### src/rtl/keypad_pin_entry.sv
// keypad_pin_entry: collects decimal keypresses into an 8-bit PIN and submits it with a one-cycle strobe
module keypad_pin_entry #(
  parameter int NUM_DIGITS     = 3,
  parameter int TIMEOUT_CYCLES = 1000,
  parameter int GUARD_CYCLES   = 16
) (
  input  logic       clk,
  input  logic       rst,
  input  logic       enable,
  input  logic       key_valid,
  input  logic [3:0] key_code,
  output logic [7:0] psswrd_atmpt,
  output logic       try_psswrd,
  output logic       entry_error,
  output logic       timeout,
  output logic [1:0] digit_count,
  output logic       busy
);
  localparam int TW = $clog2(TIMEOUT_CYCLES + 1);
  localparam int GW = $clog2(GUARD_CYCLES + 1);
  typedef enum logic [1:0] {IDLE, COLLECT, SEND, GUARD} state_t;
  state_t state_q, state_d;
  logic [7:0] acc_q, acc_d, pin_q, pin_d;
  logic [9:0] acc_w, acc_nxt;
  logic [TW-1:0] tmr_q, tmr_d;
  logic [GW-1:0] grd_q, grd_d;
  logic [1:0] cnt_q, cnt_d;
  logic ovf_q, ovf_d, try_q, try_d, err_q, err_d, to_q, to_d, clr;
  logic is_digit, is_clear, is_enter;
  assign is_digit = key_valid && key_code <= 4'd9;
  assign is_clear = key_valid && key_code == 4'hA;
  assign is_enter = key_valid && key_code == 4'hB;
  // acc*10 + digit in 10 bits; the accumulator only ever holds <=99 when multiplied, so no wrap
  assign acc_w   = {2'b00, acc_q};
  assign acc_nxt = (acc_w << 3) + (acc_w << 1) + {6'd0, key_code};
  // next-state and registered-output logic; key events outrank timeout expiry
  always_comb begin
    state_d = state_q;
    acc_d   = acc_q;
    ovf_d   = ovf_q;
    tmr_d   = tmr_q;
    grd_d   = grd_q;
    cnt_d   = cnt_q;
    pin_d   = pin_q;
    try_d   = 1'b0;
    err_d   = 1'b0;
    to_d    = 1'b0;
    clr     = 1'b0;
    case (state_q)
      IDLE: begin
        if (enable && is_digit) begin
          acc_d   = {4'd0, key_code};
          cnt_d   = 2'd1;
          ovf_d   = 1'b0;
          tmr_d   = '0;
          state_d = COLLECT;
        end else if (enable && is_enter) begin
          err_d = 1'b1;
        end
      end
      COLLECT: begin
        if (!enable) begin
          clr = 1'b1;
        end else if (key_valid) begin
          tmr_d = '0;
          if (is_digit && cnt_q < 2'(NUM_DIGITS)) begin
            acc_d = acc_nxt[7:0];
            ovf_d = ovf_q | (acc_nxt > 10'd255);
            cnt_d = cnt_q + 2'd1;
          end else if (is_clear) begin
            clr = 1'b1;
          end else if (is_enter && ovf_q) begin
            err_d = 1'b1;
            clr   = 1'b1;
          end else if (is_enter) begin
            pin_d   = acc_q;
            try_d   = 1'b1;
            state_d = SEND;
          end
        end else if (tmr_q == TW'(TIMEOUT_CYCLES - 1)) begin
          to_d = 1'b1;
          clr  = 1'b1;
        end else begin
          tmr_d = tmr_q + 1'b1;
        end
      end
      SEND: begin
        acc_d   = '0;
        cnt_d   = '0;
        ovf_d   = 1'b0;
        grd_d   = '0;
        state_d = GUARD;
      end
      GUARD: begin
        grd_d   = grd_q == GW'(GUARD_CYCLES - 1) ? '0 : grd_q + 1'b1;
        state_d = grd_q == GW'(GUARD_CYCLES - 1) ? IDLE : GUARD;
      end
      default: state_d = IDLE;
    endcase
    if (clr) begin
      acc_d   = '0;
      cnt_d   = '0;
      ovf_d   = 1'b0;
      tmr_d   = '0;
      state_d = IDLE;
    end
  end
  // state and output registers
  always_ff @(posedge clk) begin
    if (rst) begin
      state_q <= IDLE;
      acc_q   <= '0;
      ovf_q   <= 1'b0;
      tmr_q   <= '0;
      grd_q   <= '0;
      cnt_q   <= '0;
      pin_q   <= '0;
      try_q   <= 1'b0;
      err_q   <= 1'b0;
      to_q    <= 1'b0;
    end else begin
      state_q <= state_d;
      acc_q   <= acc_d;
      ovf_q   <= ovf_d;
      tmr_q   <= tmr_d;
      grd_q   <= grd_d;
      cnt_q   <= cnt_d;
      pin_q   <= pin_d;
      try_q   <= try_d;
      err_q   <= err_d;
      to_q    <= to_d;
    end
  end
  assign psswrd_atmpt = pin_q;
  assign try_psswrd   = try_q;
  assign entry_error  = err_q;
  assign timeout      = to_q;
  assign digit_count  = cnt_q;
  assign busy         = state_q != IDLE;
endmodule

### config.mk
export PLATFORM = sky130hd
export DESIGN_NAME = keypad_pin_entry
export DESIGN_NICKNAME = d
export VERILOG_FILES = /design/src/rtl/keypad_pin_entry.sv
export SDC_FILE = /design/constraint.sdc
export NUM_CORES = 1
export LEC_CHECK = 0
export CORE_MARGIN = 2
export CORE_UTILIZATION = 45
export DETAILED_ROUTE_END_ITERATION = 8
export PLACE_DENSITY = 0.65
export RECOVER_POWER = 100
export SYNTH_ARGS = -nofsm -noshare
export SYNTH_HDL_FRONTEND = slang
export SYNTH_SLANG_ARGS = --single-unit
### constraint.sdc
create_clock -name clk -period 3.1 [get_ports clk]
set_clock_uncertainty 0.1 [all_clocks]
set_input_delay 0.465 -clock clk [delete_from_list [all_inputs] [get_ports clk]]
set_output_delay 0.465 -clock clk [all_outputs]
set_load 0.02 [all_outputs]
==> run_results.csv <==
group,metric,value,unit
clock_network,cts-root-buf,"clkbuf_8",
synthesis,synthArstFlopShare,0,
finish,regArea,780.7,um2
synthesis,synth_seq_area_share,0.3448,
finish,area_growth,20.50,%
global_routing,grt_overflow,0,
power,p_seq_frac,0.346,
timing,setup_tns,0,ns
route,ant_nets,0,
timing,worst_pin_slew,0.9746,ns
setup_path,worst_r2r_path_depth,7,
synthesis,synth_fp_nets,296,
finish,drive_gt1_frac,0.08609,
synthesis,ys.flop_type,"dfxtp_1",
route,drt_wl_total,4942,um
placement,place_ws,-0.1981,ns
finish,layoutNonFillerInstCount,369,
clock_network,h-tree-depth,2,
global_routing,grt_max_degree,18,
synthesis,syn_area,2265,um2
finish,nets,333,
power,vdd_drop_max,0.3539,mV
route,wl_per_cell,13.39,um
clock_network,ctsHoldBuffers,0,
floorplanning,ios,22,
hold_path,hp-class,"reg2reg",
floorplanning,fp.dieW,74.94,um
timing,finalHoldViolCount,0,
floorplanning,dieArea,5616,um2
placement,hpwl,3732,um
timing,max_clock_freq,0.3416,GHz
timing,slew_viol_final,0,
clock_network,cts_sinks,39,
placement,place_area,2661,um2
power,power.density,623.0,nW/um2
floorplanning,num_rows,25,
synthesis,synth_cells,265,
route,drt_drc_violations_left,0,
route,dr.first_iter.drc_count,88,
finish,post-route-util,0.5702,
synthesis,ys_ff_latch,39,
placement,portBuffers,21,
floorplanning,start_util,0.4732,
clock_network,tritoncts,"yes",
clock_network,clock_latency,0.29,ns
global_routing,antenna_found_initial,0,
hold_path,hold_depth,2,
timing,post-route-min-period,2.927,ns
clock_network,cts_buffers,5,
power,comb_power_share,0.450,
finish,fillCellCount,457,
timing,rsz0062_at_grt,"false",
clock_network,clockBufferDepth,2,
setup_path,critPathMaxFanout,2,
power,switching_share,0.3948,
outcome,status,"finished, final reports clean",
placement,dpl.cell_count,362,
power,power.switching,0.6711,mW
floorplanning,die_h,74.94,um
timing,slew_headroom,0.3420,
setup_path,r2r-end,"tmr_q[8]",
setup_path,cp.arrival,3.06,ns
setup_path,crit_path_end_kind,"register",
setup_path,crit_required,3.23,ns
global_routing,grt_pass1_wl,8459,um
run,maxCapViolations,0,
setup_path,cp-start-kind,"primary input",
global_routing,track_usage,0.1977,
finish,antenna_cells,0,
route,via_per_inst,5.409,
setup_path,timing.reg2reg.setup_slack,0.29,ns
power,p_int,1.029,mW
timing,setup_violations,0,
placement,gp_congestion,0.8546,
floorplanning,coreArea,4786,um2
power,p_leak,1.133,nW
synthesis,yosys_warnings,0,
timing,timing.final.ws_setup,0.1726,ns
global_routing,grt_pass1_vias,1804,
finish,multi_input_area,1408,um2
synthesis,synth_cell_types,46,
setup_path,worstSetupStartpoint,"key_code[3]",
route,drt_first_pass_iters,5,
route,vias,1996,
finish,design_area,2729,um2
setup_path,r2r_start,"state_q[1]",
power,clockPowerShare,0.204,
clock_network,path_clk_slew,0.07,ns
timing,min_period_over_period,0.9443,
synthesis,synth-edff-count,0,
setup_path,critPathKind,"in2reg",
setup_path,crit_path_end,"acc_q[6]",
synthesis,postSynthAreaPerCell,8.546,um2
[metal layers]
layer	track usage	share of wire
met5	0	0
met4	0.09325	0.030
met3	0.03748	0.030
met2	0.3031	0.45
met1	0.2684	0.49
[how the worst min path moves through the flow]
stage / startpoint / endpoint / slack [ns]
2_1_floorplan: grd_q[4] / grd_q[4] / 0.35
4_1_cts: psswrd_atmpt[6] / psswrd_atmpt[6] / 0.36
5_1_grt: psswrd_atmpt[6] / psswrd_atmpt[6] / 0.38
3_5_place_dp: psswrd_atmpt[6] / psswrd_atmpt[6] / 0.35
6_report: psswrd_atmpt[6] / psswrd_atmpt[6] / 0.35
3_3_place_gp: psswrd_atmpt[6] / psswrd_atmpt[6] / 0.35
[worst max-delay path, cell delays in order]
cell,delay [ns]
clkdlybuf4s50_1,0.49
inv_1,0.08
fa_1,0.53
inv_1,0.06
fa_1,0.44
a211oi_1,0.31
nor2_1,0.08
or4_1,0.46
a21oi_1,0.14
[repair_timing]
item                       CTS  global route
setup endpoints to repair    0             1
buffers inserted             0             0
resized for setup            0             1
[cells by family after synthesis]
family / Yosys count / synth area share
simple gates: 107 / 0.2442
compound gates: 56 / 0.1635
flops: 39 / 0.3448
fa+ha+maj: 23 / 0.1337
buf+inv: 21 / 0.03591
xor+xnor: 11 / 0.04254
mux: 8 / 0.03536
[through the flow]
step	hold slack (ns)	power [mW]
2_1_floorplan	0.3536	1.095
3_3_place_gp	0.3471	1.366
3_5_place_dp	0.3509	1.374
4_1_cts	0.3616	1.723
5_1_grt	0.3792	1.834
6_report	0.3524	1.700
[cell type report]
cell class                      instances  area share
Clock buffer                            6     0.03026
Clock inverter                          1    0.001834
Inverter                               13     0.01788
Multi-Input combinational cell        205      0.5158
Sequential cell                        39      0.2861
Tap cell                               67     0.03072
Timing Repair Buffer                   38      0.1174
[synth_stat cells (2+ instances only)]
| master | number | area share |
|---|---|---|
| nand2_1 | 22 | 0.036 |
| nor3_1 | 9 | 0.020 |
| nor4_1 | 4 | 0.011 |
| a211oi_1 | 6 | 0.020 |
| o21ai_0 | 8 | 0.018 |
| a311oi_1 | 3 | 0.012 |
| nand3b_1 | 2 | 0.0066 |
| or4_1 | 2 | 0.0066 |
| o21bai_1 | 2 | 0.0066 |
| nand4_1 | 4 | 0.011 |
| xor2_1 | 6 | 0.023 |
| nor2b_1 | 7 | 0.019 |
| ha_1 | 21 | 0.12 |
| or2_2 | 2 | 0.0055 |
| a41oi_1 | 3 | 0.012 |
| or3_1 | 3 | 0.0083 |
| a31oi_1 | 5 | 0.014 |
| mux2i_1 | 8 | 0.035 |
| nor2_1 | 27 | 0.045 |
| inv_1 | 13 | 0.022 |
| clkbuf_1 | 5 | 0.0083 |
| a21o_1 | 2 | 0.0066 |
| xnor2_1 | 5 | 0.019 |
| nor3b_1 | 6 | 0.020 |
| a21oi_1 | 17 | 0.038 |
| a21boi_0 | 2 | 0.0066 |
| dfxtp_1 | 39 | 0.34 |
| buf_2 | 2 | 0.0044 |
| fa_1 | 2 | 0.018 |
| nand3_1 | 12 | 0.027 |
[state kept, by name (all words and copies together), names as in the netlist]
name and cells:
timeout 1, ovf_q 1, try_psswrd 1, grd_q 5, tmr_q 10, entry_error 1
psswrd_atmpt 8, digit_count 2, acc_q 8, state_q 2
[cell usage in the layout (no fill, tap or decap), types with 2 or more instances in the layout]
| cell | n |
|---|---|
| nor3b_1 | 6 |
| nor4_1 | 4 |
| o21ai_0 | 8 |
| nor2_1 | 27 |
| o21bai_1 | 2 |
| inv_1 | 13 |
| clkbuf_1 | 4 |
| a311oi_1 | 3 |
| a211oi_1 | 5 |
| clkbuf_8 | 6 |
| nand3b_1 | 2 |
| xnor2_1 | 5 |
| or3_1 | 3 |
| ha_1 | 21 |
| a31oi_1 | 5 |
| nor2b_1 | 7 |
| a21boi_0 | 2 |
| dfxtp_1 | 39 |
| nor3_1 | 9 |
| nand4_1 | 4 |
| a21oi_1 | 17 |
| nand3_1 | 12 |
| buf_4 | 12 |
| mux2i_1 | 8 |
| fa_1 | 2 |
| or4_1 | 2 |
| dlygate4sd3_1 | 15 |
| xor2_1 | 6 |
| nand2_1 | 22 |
| a21o_1 | 2 |
| clkdlybuf4s50_1 | 6 |
| a41oi_1 | 3 |
[power by group through the flow]
stage / Sequential (mW) / Combinational [mW] / Clock [mW]
2_1_floorplan: 0.588 / 0.507 / 0
3_3_place_gp: 0.599 / 0.766 / 0
3_5_place_dp: 0.599 / 0.774 / 0
4_1_cts: 0.587 / 0.779 / 0.357
5_1_grt: 0.593 / 0.864 / 0.377
6_report: 0.588 / 0.765 / 0.347
Power figures use the tool's default switching activity.
